[config.mk]
export PLATFORM = sky130hd
export DESIGN_NAME = uart_tx_arbiter_flat
export DESIGN_NICKNAME = d
export VERILOG_FILES = /design/src/rtl/uart_tx_arbiter_pkg.sv /design/src/rtl/uart_tx_arbiter_if.sv /design/src/rtl/uart_tx_arbiter_rr_pick.sv /design/src/rtl/uart_tx_arbiter.sv /design/src/flat_wrapper.sv
export SDC_FILE = /design/constraint.sdc
export NUM_CORES = 1
export LEC_CHECK = 0
export BUFFER_PORTS_ARGS = -buffer_cell sky130_fd_sc_hd__buf_4
export CORE_MARGIN = 5
export CORE_UTILIZATION = 30
export CTS_BUF_LIST = sky130_fd_sc_hd__clkbuf_4
export DETAILED_ROUTE_END_ITERATION = 8
export GPL_TIMING_DRIVEN = 0
export PLACE_DENSITY = 0.49
export SLEW_MARGIN = 20
export SYNTH_ARGS = -nofsm -noshare
export SYNTH_HDL_FRONTEND = slang
export SYNTH_SLANG_ARGS = --single-unit
[constraint.sdc]
create_clock -name clk -period 2.55 [get_ports clk]
set_input_delay 0.51 -clock clk [delete_from_list [all_inputs] [get_ports clk]]
set_output_delay 0.51 -clock clk [all_outputs]
set_load 0.01 [all_outputs]
[src/rtl/uart_tx_arbiter_pkg.sv]
// Shared types and defaults for the UART transmit arbiter.
package uart_tx_arbiter_pkg;

    localparam int NREQ_DEF     = 4;
    localparam int BAUD_DIV_DEF = 27;
    localparam int TMO_DEF      = 255;

    // IDLE: unowned; LOCK: owner may send; GAP: wait for tx_full to settle;
    // FLUSH: transmitter clear in progress.
    typedef enum logic [1:0] {
        ST_IDLE  = 2'd0,
        ST_LOCK  = 2'd1,
        ST_GAP   = 2'd2,
        ST_FLUSH = 2'd3
    } arb_state_t;

    // Width of an index or counter covering 0..n-1, never less than one bit.
    function automatic int idx_width(input int n);
        return (n > 1) ? $clog2(n) : 1;
    endfunction

endpackage

[src/rtl/uart_tx_arbiter_if.sv]
// Requester, transmitter and status signals of the UART transmit arbiter.
// Handshake: a requester holds req/req_data/req_last stable while req is high
// until it sees its req_ack pulse; a byte transfers in the cycle req_ack is
// high (tx_wr is high in that same cycle). The next byte must be presented by
// the clock edge that ends the req_ack cycle.
interface uart_tx_arbiter_if
    import uart_tx_arbiter_pkg::*;
#(
    parameter int NREQ = NREQ_DEF
) ();
    logic [NREQ-1:0]   req;
    logic [8*NREQ-1:0] req_data;
    logic [NREQ-1:0]   req_last;
    logic [NREQ-1:0]   req_ack;
    logic [NREQ-1:0]   grant;
    logic              flush;
    logic              tx_wr;
    logic [7:0]        tx_di;
    logic              tx_full;
    logic              tx_clear;
    logic              baud16x_ce;
    logic              busy;
    arb_state_t        dbg_state;

    // The arbiter itself.
    modport slave (
        input  req, req_data, req_last, flush, tx_full,
        output req_ack, grant, tx_wr, tx_di, tx_clear, baud16x_ce, busy, dbg_state
    );

    // The requesters plus the transmitter it feeds.
    modport master (
        output req, req_data, req_last, flush, tx_full,
        input  req_ack, grant, tx_wr, tx_di, tx_clear, baud16x_ce, busy, dbg_state
    );
endinterface

[src/rtl/uart_tx_arbiter_rr_pick.sv]
// Combinational round-robin selector: the first requester after ptr
// (wrapping modulo NREQ) wins; ptr itself is considered last.
module rr_pick #(
    parameter int NREQ = 4,
    parameter int IW   = 2
) (
    input  logic [NREQ-1:0] req,
    input  logic [IW-1:0]   ptr,
    output logic [NREQ-1:0] win,
    output logic [IW-1:0]   win_idx,
    output logic            any
);
    logic [IW-1:0] cand;

    // Scan ptr+1 .. ptr+NREQ and keep the first active request.
    always_comb begin
        win     = '0;
        win_idx = '0;
        any     = 1'b0;
        cand    = '0;
        for (int k = 1; k <= NREQ; k++) begin
            cand = IW'((int'(ptr) + k) % NREQ);
            if (!any && req[cand]) begin
                any       = 1'b1;
                win[cand] = 1'b1;
                win_idx   = cand;
            end
        end
    end
endmodule

[src/rtl/uart_tx_arbiter.sv]
// Shares one UART transmitter FIFO between NREQ byte streams with
// round-robin, message-locked arbitration, an idle timeout, flush
// sequencing and the baud x16 clock enable. All outputs are registered.
module uart_tx_arbiter
    import uart_tx_arbiter_pkg::*;
#(
    parameter int NREQ     = NREQ_DEF,
    parameter int BAUD_DIV = BAUD_DIV_DEF,
    parameter int TMO      = TMO_DEF
) (
    input logic             clk,
    input logic             reset,
    uart_tx_arbiter_if.slave bus
);
    localparam int IW = idx_width(NREQ);
    localparam int BW = idx_width(BAUD_DIV);
    localparam int TW = idx_width(TMO);

    arb_state_t            state_q, state_d;
    logic [IW-1:0]         ptr_q, ptr_d;
    logic [IW-1:0]         gidx_q, gidx_d;
    logic [NREQ-1:0]       grant_q, grant_d;
    logic [TW-1:0]         timer_q, timer_d;
    logic                  tx_wr_q, tx_wr_d;
    logic [7:0]            tx_di_q, tx_di_d;
    logic [NREQ-1:0]       ack_q, ack_d;
    logic                  clear_q, clear_d;
    logic                  busy_q;
    logic [BW-1:0]         baud_cnt, baud_cnt_d;
    logic                  baud_ce_q;
    logic [NREQ-1:0]       pick_win;
    logic [IW-1:0]         pick_idx;
    logic                  pick_any;
    logic [NREQ-1:0][7:0]  req_bytes;

    assign req_bytes = bus.req_data;

    rr_pick #(.NREQ(NREQ), .IW(IW)) u_pick (
        .req     (bus.req),
        .ptr     (ptr_q),
        .win     (pick_win),
        .win_idx (pick_idx),
        .any     (pick_any)
    );

    // Free-running baud divider: 0..BAUD_DIV-1, wraps.
    always_comb begin
        baud_cnt_d = (baud_cnt == BW'(BAUD_DIV - 1)) ? '0 : baud_cnt + 1'b1;
    end

    // Register the divider; the enable is aligned with the terminal count.
    always_ff @(posedge clk) begin
        if (reset) begin
            baud_cnt  <= '0;
            baud_ce_q <= 1'b0;
        end else begin
            baud_cnt  <= baud_cnt_d;
            baud_ce_q <= (baud_cnt_d == BW'(BAUD_DIV - 1));
        end
    end

    // Arbitration next state and next registered outputs; flush wins over all.
    always_comb begin
        state_d = state_q;
        ptr_d   = ptr_q;
        gidx_d  = gidx_q;
        grant_d = grant_q;
        timer_d = timer_q;
        tx_wr_d = 1'b0;
        tx_di_d = tx_di_q;
        ack_d   = '0;
        clear_d = 1'b0;
        if (bus.flush) begin
            state_d = ST_FLUSH;
            grant_d = '0;
            timer_d = '0;
            clear_d = 1'b1;
        end else begin
            case (state_q)
                ST_IDLE: begin
                    if (pick_any) begin
                        state_d = ST_LOCK;
                        grant_d = pick_win;
                        gidx_d  = pick_idx;
                        timer_d = '0;
                    end
                end
                ST_LOCK: begin
                    if (bus.req[gidx_q]) begin
                        // A full FIFO stalls the owner without aging its lock.
                        if (!bus.tx_full) begin
                            tx_wr_d = 1'b1;
                            tx_di_d = req_bytes[gidx_q];
                            ack_d   = grant_q;
                            timer_d = '0;
                            if (bus.req_last[gidx_q]) begin
                                grant_d = '0;
                                ptr_d   = gidx_q;
                                state_d = ST_IDLE;
                            end else begin
                                state_d = ST_GAP;
                            end
                        end
                    end else if (timer_q == TW'(TMO - 2)) begin
                        // This idle cycle brings the count to TMO-1: release.
                        grant_d = '0;
                        ptr_d   = gidx_q;
                        timer_d = '0;
                        state_d = ST_IDLE;
                    end else begin
                        timer_d = timer_q + 1'b1;
                    end
                end
                ST_GAP: begin
                    state_d = ST_LOCK;
                end
                ST_FLUSH: begin
                    grant_d = '0;
                    state_d = ST_IDLE;
                end
                default: begin
                    state_d = ST_IDLE;
                end
            endcase
        end
    end

    // State and output registers.
    always_ff @(posedge clk) begin
        if (reset) begin
            state_q <= ST_IDLE;
            ptr_q   <= IW'(NREQ - 1);
            gidx_q  <= '0;
            grant_q <= '0;
            timer_q <= '0;
            tx_wr_q <= 1'b0;
            tx_di_q <= '0;
            ack_q   <= '0;
            clear_q <= 1'b0;
            busy_q  <= 1'b0;
        end else begin
            state_q <= state_d;
            ptr_q   <= ptr_d;
            gidx_q  <= gidx_d;
            grant_q <= grant_d;
            timer_q <= timer_d;
            tx_wr_q <= tx_wr_d;
            tx_di_q <= tx_di_d;
            ack_q   <= ack_d;
            clear_q <= clear_d;
            busy_q  <= (state_d != ST_IDLE);
        end
    end

    assign bus.grant      = grant_q;
    assign bus.req_ack    = ack_q;
    assign bus.tx_wr      = tx_wr_q;
    assign bus.tx_di      = tx_di_q;
    assign bus.tx_clear   = clear_q;
    assign bus.busy       = busy_q;
    assign bus.baud16x_ce = baud_ce_q;
    assign bus.dbg_state  = state_q;
endmodule
[src/flat_wrapper.sv]
// flat-port wrapper written by rule: the top's interface ports become plain ports
module uart_tx_arbiter_flat import uart_tx_arbiter_pkg::*;
#(
    parameter int NREQ     = NREQ_DEF,
    parameter int BAUD_DIV = BAUD_DIV_DEF,
    parameter int TMO      = TMO_DEF
)
  (clk, reset, bus_req, bus_req_data, bus_req_last, bus_flush, bus_tx_full, bus_req_ack, bus_grant, bus_tx_wr, bus_tx_di, bus_tx_clear, bus_baud16x_ce, bus_busy, bus_dbg_state);
  uart_tx_arbiter_if #(.NREQ(NREQ)) bus_i ();
  input logic clk;
  input logic reset;
  input wire logic [$bits(bus_i.req)-1:0] bus_req;
  input wire logic [$bits(bus_i.req_data)-1:0] bus_req_data;
  input wire logic [$bits(bus_i.req_last)-1:0] bus_req_last;
  input wire logic [$bits(bus_i.flush)-1:0] bus_flush;
  input wire logic [$bits(bus_i.tx_full)-1:0] bus_tx_full;
  output wire logic [$bits(bus_i.req_ack)-1:0] bus_req_ack;
  output wire logic [$bits(bus_i.grant)-1:0] bus_grant;
  output wire logic [$bits(bus_i.tx_wr)-1:0] bus_tx_wr;
  output wire logic [$bits(bus_i.tx_di)-1:0] bus_tx_di;
  output wire logic [$bits(bus_i.tx_clear)-1:0] bus_tx_clear;
  output wire logic [$bits(bus_i.baud16x_ce)-1:0] bus_baud16x_ce;
  output wire logic [$bits(bus_i.busy)-1:0] bus_busy;
  output wire logic [$bits(bus_i.dbg_state)-1:0] bus_dbg_state;
  assign bus_i.req = bus_req;
  assign bus_i.req_data = bus_req_data;
  assign bus_i.req_last = bus_req_last;
  assign bus_i.flush = bus_flush;
  assign bus_i.tx_full = bus_tx_full;
  assign bus_req_ack = bus_i.req_ack;
  assign bus_grant = bus_i.grant;
  assign bus_tx_wr = bus_i.tx_wr;
  assign bus_tx_di = bus_i.tx_di;
  assign bus_tx_clear = bus_i.tx_clear;
  assign bus_baud16x_ce = bus_i.baud16x_ce;
  assign bus_busy = bus_i.busy;
  assign bus_dbg_state = bus_i.dbg_state;
  uart_tx_arbiter #(.NREQ(NREQ), .BAUD_DIV(BAUD_DIV), .TMO(TMO)) u_core (.clk(clk), .reset(reset), .bus(bus_i));
endmodule
==> flow_metrics.env, run 1 <==
export IMPL_dieWidth_um=97.3
export IMPL_crit_path_cell_trace="clkbuf_4, clkinvlp_4, ha_4, mux4_2, nand2_1, o31ai_1, a221oi_1, o2bb2ai_1"
export IMPL_gp_congestion=0.733
export IMPL_critical_path_class="register to register"
export IMPL_relSlewSlack=0.537
export IMPL_fp_row_count=31
export IMPL_cts_clk_slew_worst_paths_ns=0.10
export IMPL_cp_slowest_cell="mux4_2"
export IMPL_port_buffers=63
export IMPL_finalSetupViolations=0
export IMPL_critical_path_startpoint_type="register"
export IMPL_required_ns=2.77
export IMPL_tightestPinTransition_ns=0.688
export IMPL_area_growth_pct=29.9
export IMPL_wl_mm=5.57
export IMPL_status="completed"
export IMPL_rr_startpoint="u_core.ptr_q[0]"
export IMPL_drv_slew=0
export IMPL_yosysUniqueCellTypes=48
export IMPL_synth_top_area_frac=0.341
export IMPL_clock_fmax_mhz=422
export IMPL_drt_iter0_markers=42
export IMPL_initial_core_util=0.312
export IMPL_timing_rr_end="u_core.bus.grant[1]"
export IMPL_cts_buffer_depth=2
export IMPL_synth_async_sr_flop_share=0
export IMPL_path_max_fanout=10
export IMPL_h_tree_depth=2
export IMPL_vias=1983
export IMPL_ios=66
export IMPL_r2r_cells=8
export IMPL_crit_path_start="u_core.ptr_q[0]"
export IMPL_ys_seq_area_frac=0.341
export IMPL_ir_drop_uv=180
export IMPL_synth_area_per_cell_um2=9.65
export IMPL_finalCritPeriodShare=0.929
export IMPL_placement_cell_area_um2=2890
export IMPL_antenna_found_initial=0
export IMPL_worst_slack_ns=0.180
export IMPL_rsz0062_at_grt="false"
export IMPL_final_seq_area_um2=783
export IMPL_multi_input_area_um2=1410
export IMPL_finalHoldViolCount=0
export IMPL_dp_slack_ns=-0.270
export IMPL_grt_max_degree=12
export IMPL_synth_warnings=0
export IMPL_power_density_nw_per_um2=402
export IMPL_synth_edf_count=0
export IMPL_grt_pass1_vias=2002
export IMPL_clkLatencyLatePin_ns=0.34
export IMPL_synth_seq_cells=39
export IMPL_fin_crit_ns=2.37
export IMPL_clock_root_buffer="clkbuf_4"
export IMPL_post_route_util=0.405
export IMPL_fin_area_um2=2970
export IMPL_hold_class="register to register"
export IMPL_reg2reg_setup_slack_ns=0.18
export IMPL_dp_hpwl_mm=4.29
export IMPL_diodes=0
export IMPL_cts_inserted_buffers=5
export IMPL_core_area_um2=7330
export IMPL_dr_pass1_iters=6
export IMPL_synth_nets=293
export IMPL_synthesis_area_um2=2290
export IMPL_arrival_ns=2.59
export IMPL_grt_ovfl_total=0
export IMPL_routedWlPerCell_um=13.6
export IMPL_globalRouteTotalUtil=0.123
export IMPL_p_leak_nw=1.25
export IMPL_tritoncts="built"
export IMPL_worst_setup_path_end_kind="register"
export IMPL_nets=364
export IMPL_worstHoldStart="u_core.baud_cnt[0]"
export IMPL_skew_ns=0.00946
export IMPL_crit_end="u_core.bus.grant[1]"
export IMPL_cpPeakStageDelay_ns=0.61
export IMPL_whs_ns=0.480
export IMPL_syn_inst=237
export IMPL_ys_top_cells_by_area="dfxtp_1 34%, mux4_2 11%, ha_1 6.6%"
export IMPL_max_cap_viol_count=0
export IMPL_drive_above_1_share=0.327
export IMPL_route_detailed_drc=0
export IMPL_antenna_left=0
export IMPL_die_area_um2=9470
export IMPL_grt_first_pass_wirelength_mm=9.68
export IMPL_fin_total_pwr_mw=1.20
export IMPL_cts_sinks=39
export IMPL_vias_per_cell=4.86
export IMPL_synth_ff_type="dfxtp_1"
export IMPL_synth_top_area_cell="dfxtp_1"
export IMPL_nFillCells=746
export IMPL_die_height_um=97.3
[logic make-up (layout without fill, tap and decap cells)]
kind of cell | after synthesis | count (layout) | share of synthesized area
simple gates | 83 | 83 | 0.190
flops | 39 | 39 | 0.341
fa+ha+maj | 12 | 12 | 0.0656
xor+xnor | 10 | 10 | 0.0383
compound gates | 44 | 44 | 0.156
mux | 23 | 23 | 0.162
buf+inv | 26 | 98 | 0.0465
[worst min path at each step]
stage	endpoint	slack (ns)	depth (start not counted)
floorplan	u_core.baud_cnt[0]	0.43	1
global placement	u_core.baud_cnt[0]	0.44	1
detailed placement	u_core.baud_cnt[0]	0.46	1
CTS	u_core.baud_cnt[0]	0.48	1
global route	u_core.baud_cnt[0]	0.51	1
finish	u_core.baud_cnt[0]	0.48	1
[critical path: cells and delay by family (launching register included)]
family	cells	cell delay [ns]
multiplexers	1	0.61
AO/OA/AOI/OAI	3	0.41
buffers and inverters	2	0.39
adder cells (fa/ha/maj)	1	0.33
flip-flops	1	0.43
AND/OR/NAND/NOR	1	0.11
[metrics by stage]
stage,setup TNS [ns],instances
detailed placement,-1.37,399
global placement,-1.28,399
floorplan,0,237
finish,0,408
global route,0,408
CTS,0,406
[layer usage]
metal / global-route usage / vias to the layer above / part of all wire
met5: 0 / - / 0
met4: 0.0351 / 0 / 0.014
met3: 0.0244 / 6 / 0.032
met2: 0.202 / 41 / 0.48
met1: 0.164 / 924 / 0.48
li1: - / 1012 / -
[state kept, by name (all words and copies together) (netlist names)]
| register | count |
|---|---|
| u_core.bus.tx_di | 8 |
| u_core.timer_q | 8 |
| u_core.baud_cnt | 5 |
| u_core.bus.grant | 4 |
| u_core.bus.req_ack | 4 |
| u_core.bus.dbg_state | 2 |
| u_core.gidx_q | 2 |
| u_core.ptr_q | 2 |
| u_core.bus.baud16x_ce | 1 |
| u_core.bus.busy | 1 |
| u_core.bus.tx_clear | 1 |
| u_core.bus.tx_wr | 1 |
[where the power goes]
group | total [mW] | internal [mW] | switching [mW]
Sequential | 0.644 | 0.626 | 0.0177
Combinational | 0.248 | 0.132 | 0.116
Clock | 0.303 | 0.113 | 0.190
Total | 1.20 | 0.872 | 0.324
[cells in the mapped netlist (all sizes together) (2+ instances only)]
| cell type | instances |
|---|---|
| o2bb2ai | 4 |
| clkbuf | 8 |
| nand3b | 3 |
| ha | 12 |
| nor3b | 5 |
| nand4 | 4 |
| nand3 | 7 |
| a221oi | 7 |
| a21oi | 7 |
| xor2 | 8 |
| o31ai | 5 |
| and2 | 7 |
| mux4 | 11 |
| nand2 | 11 |
| mux2i | 10 |
| inv | 14 |
| buf | 4 |
| nor2 | 34 |
| and3 | 2 |
| dfxtp | 39 |
| mux2 | 2 |
| xnor2 | 2 |
| o32ai | 2 |
| o41ai | 2 |
| nor4b | 2 |
| o21ai | 8 |
| nor4 | 2 |
| a211oi | 3 |
[timing repair]
action,CTS,global route
buffers inserted,0,2
setup endpoints to repair,6,5
hold buffers,0,0
resized for setup,3,3
[layout make-up]
type | count | area share
clock inverter | 2 | 0.00253
buffer | 11 | 0.0181
sequential | 39 | 0.264
inverter | 14 | 0.0190
tap | 99 | 0.0417
multi-input combinational | 172 | 0.476
timing repair buffer | 65 | 0.164
clock buffer | 6 | 0.0152
[layout by cell type (no fill, tap or decap), drive strengths merged, types with 5 or more instances in the layout]
cell	instances
clkbuf	14
xor2	8
nand3	7
mux4	11
mux2i	10
a21oi	7
and2	7
buf	68
nor2	34
a221oi	7
o21ai	8
dfxtp	39
o31ai	5
nand2	11
inv	13
ha	12
nor3b	5
No activity file was read; power rests on OpenSTA's default activity.
==> inputs of run 2 (changes only) <==
--- a/config.mk
+++ b/config.mk
@@ -11,7 +11,7 @@
 export CTS_BUF_LIST = sky130_fd_sc_hd__clkbuf_4
 export DETAILED_ROUTE_END_ITERATION = 8
 export GPL_TIMING_DRIVEN = 0
-export PLACE_DENSITY = 0.49
+export PLACE_DENSITY = 0.58
 export SLEW_MARGIN = 20
 export SYNTH_ARGS = -nofsm -noshare
 export SYNTH_HDL_FRONTEND = slang
==> run 2 against run 1 <==
Fmax decreased by 0.49%. Cell area up 0.51%. Register-to-register slack is essentially flat. First-iteration DRC count up 90%. Cell count down 0.25%. Die area is the same. Core utilization rose by 0.20 points. Non-clock buffer count decreased by 2. Wire length up 1.4%. Clock skew fell by 0.0014 ns. Combinational power hardly changed. Sequential cell count is the same. Critical path type unchanged. Critical endpoint unchanged. Highest routed layer unchanged.
==> flow_metrics.env, run 2 (synthesis results as in run 1) <==
export IMPL_dr_pass1_iters=4
export IMPL_initial_core_util=0.312
export IMPL_antenna_left=0
export IMPL_switching_share=0.287
export IMPL_cpPeakStageDelay_ns=0.57
export IMPL_cts_buffer_depth=2
export IMPL_pwr_share_seq=0.531
export IMPL_postCtsHoldBufs=0
export IMPL_grt_ovfl_total=0
export IMPL_drive_above_1_share=0.325
export IMPL_finalHoldViolCount=0
export IMPL_clock_root_buffer="clkbuf_4"
export IMPL_p_clk_frac=0.262
export IMPL_vias_per_cell=4.97
export IMPL_grt_pass1_vias=1914
export IMPL_ios=66
export IMPL_rsz0062_at_grt="false"
export IMPL_ir_drop_uv=187
export IMPL_crit_path_cell_trace="clkbuf_4, inv_1, ha_4, mux4_2, nand2_1, o31ai_1, a221oi_1, o2bb2ai_1"
export IMPL_dr_wl_met3_um=404
export IMPL_fp_row_count=31
export IMPL_p_sw_mw=0.348
export IMPL_globalRouteTotalUtil=0.116
export IMPL_diodes=0
export IMPL_intPower_mw=0.865
export IMPL_routed_top_layer="met4"
export IMPL_drv_slew=0
export IMPL_cts_sinks=39
export IMPL_nFillCells=729
export IMPL_worst_setup_path_end_kind="register"
export IMPL_dp_hpwl_mm=4.24
export IMPL_p_leak_nw=1.26
export IMPL_routedWlPerCell_um=13.9
export IMPL_port_buffers=63
export IMPL_post_route_util=0.407
export IMPL_max_cap_viol_count=0
export IMPL_skew_ns=0.00805
export IMPL_status="completed"
export IMPL_power_density_nw_per_um2=406
export IMPL_core_area_um2=7330
export IMPL_finalCritPeriodShare=0.934
export IMPL_h_tree_depth=2
export IMPL_vias=2023
export IMPL_dieWidth_um=97.3
export IMPL_nets=363
export IMPL_grt_first_pass_wirelength_mm=9.24
export IMPL_tightestPinTransition_ns=0.660
export IMPL_die_area_um2=9470
export IMPL_critical_path_class="register to register"
export IMPL_critical_path_startpoint_type="register"
export IMPL_cts_inserted_buffers=5
export IMPL_cp_top_family="multiplexers"
export IMPL_met1Wirelength_mm=2.80
export IMPL_route_detailed_drc=0
export IMPL_wl_mm=5.64
export IMPL_tritoncts="built"
export IMPL_area_growth_pct=30.5
export IMPL_fin_setup_tns_ns=0
export IMPL_relSlewSlack=0.556
export IMPL_critPathBufInv=2
export IMPL_cts_clk_slew_worst_paths_ns=0.12
export IMPL_die_height_um=97.3
export IMPL_gp_congestion=0.765
export IMPL_finalSetupViolations=0
export IMPL_fin_crit_ns=2.38
export IMPL_arrival_ns=2.63
export IMPL_clock_fmax_mhz=420
export IMPL_grt_max_degree=14
export IMPL_path_max_fanout=11
export IMPL_final_cell_mix="63 x buf_4, 37 x dfxtp_1, 34 x nor2_1"
export IMPL_power_frac_comb=0.207
export IMPL_clkLatencyLatePin_ns=0.35
export IMPL_hold_class="register to register"
export IMPL_cp_slowest_cell="mux4_2"
export IMPL_dr_wl_met2_mm=2.43
export IMPL_required_ns=2.80
export IMPL_antenna_found_initial=0
export IMPL_final_common_cell="buf_4"
export IMPL_drt_iter0_markers=80
[run 2: worst paths after layout]
path | start | to | slack [ns] | depth (start not counted)
min reg2reg | u_core.baud_cnt[0] | u_core.baud_cnt[0] | 0.49 | 1
max | u_core.ptr_q[0] | u_core.bus.grant[1] | 0.17 | 8
max reg2reg | u_core.ptr_q[0] | u_core.bus.grant[1] | 0.17 | 8
min | u_core.baud_cnt[0] | u_core.baud_cnt[0] | 0.49 | 1
[run 2: metal layers]
metal,track usage,up-vias
met2,0.173,56
met4,0.0288,0
met1,0.161,947
met3,0.0402,4
met5,0,-
li1,-,1016
[run 2: area by class of cell]
| cell class | instances | area [um^2] | share of cell area |
|---|---|---|---|
| multi-input cells | 173 | 1440 | 0.482 |
| flip-flops and latches | 39 | 786 | 0.263 |
| repair buffers | 63 | 473 | 0.158 |
| well taps | 99 | 124 | 0.0415 |
| plain buffers | 11 | 53.8 | 0.0180 |
| inverters | 14 | 52.6 | 0.0176 |
| clock buffers | 5 | 37.5 | 0.0126 |
| clock inverters | 3 | 20.0 | 0.00671 |
[run 2: power by group through the flow]
stage                     Sequential, mW  Combinational (mW)  Clock [mW]
after floorplan                    0.658               0.149           0
after global placement             0.657               0.244           0
after detailed placement           0.658               0.247           0
after CTS                          0.644               0.248       0.337
after global routing               0.647               0.278       0.357
final                              0.644               0.251       0.318
[run 2: metrics by stage]
| step | instance area, um^2 | setup slack, ns | total power, mW | cells | hold slack [ns] |
|---|---|---|---|---|---|
| finish | 2990 | 0.169 | 1.21 | 407 | 0.494 |
| global placement | 2890 | -0.225 | 0.901 | 399 | 0.443 |
| detailed placement | 2890 | -0.261 | 0.905 | 399 | 0.464 |
| global route | 2990 | 0.0367 | 1.28 | 407 | 0.524 |
| floorplan | 2290 | 0.0962 | 0.807 | 237 | 0.425 |
| CTS | 2940 | 0.0247 | 1.23 | 406 | 0.495 |
[run 2: timing repair]
action | in CTS | in global routing
gates cloned | 0 | 1
setup endpoints to repair | 6 | 6
setup buffers | 0 | 0
gates resized for setup | 2 | 4
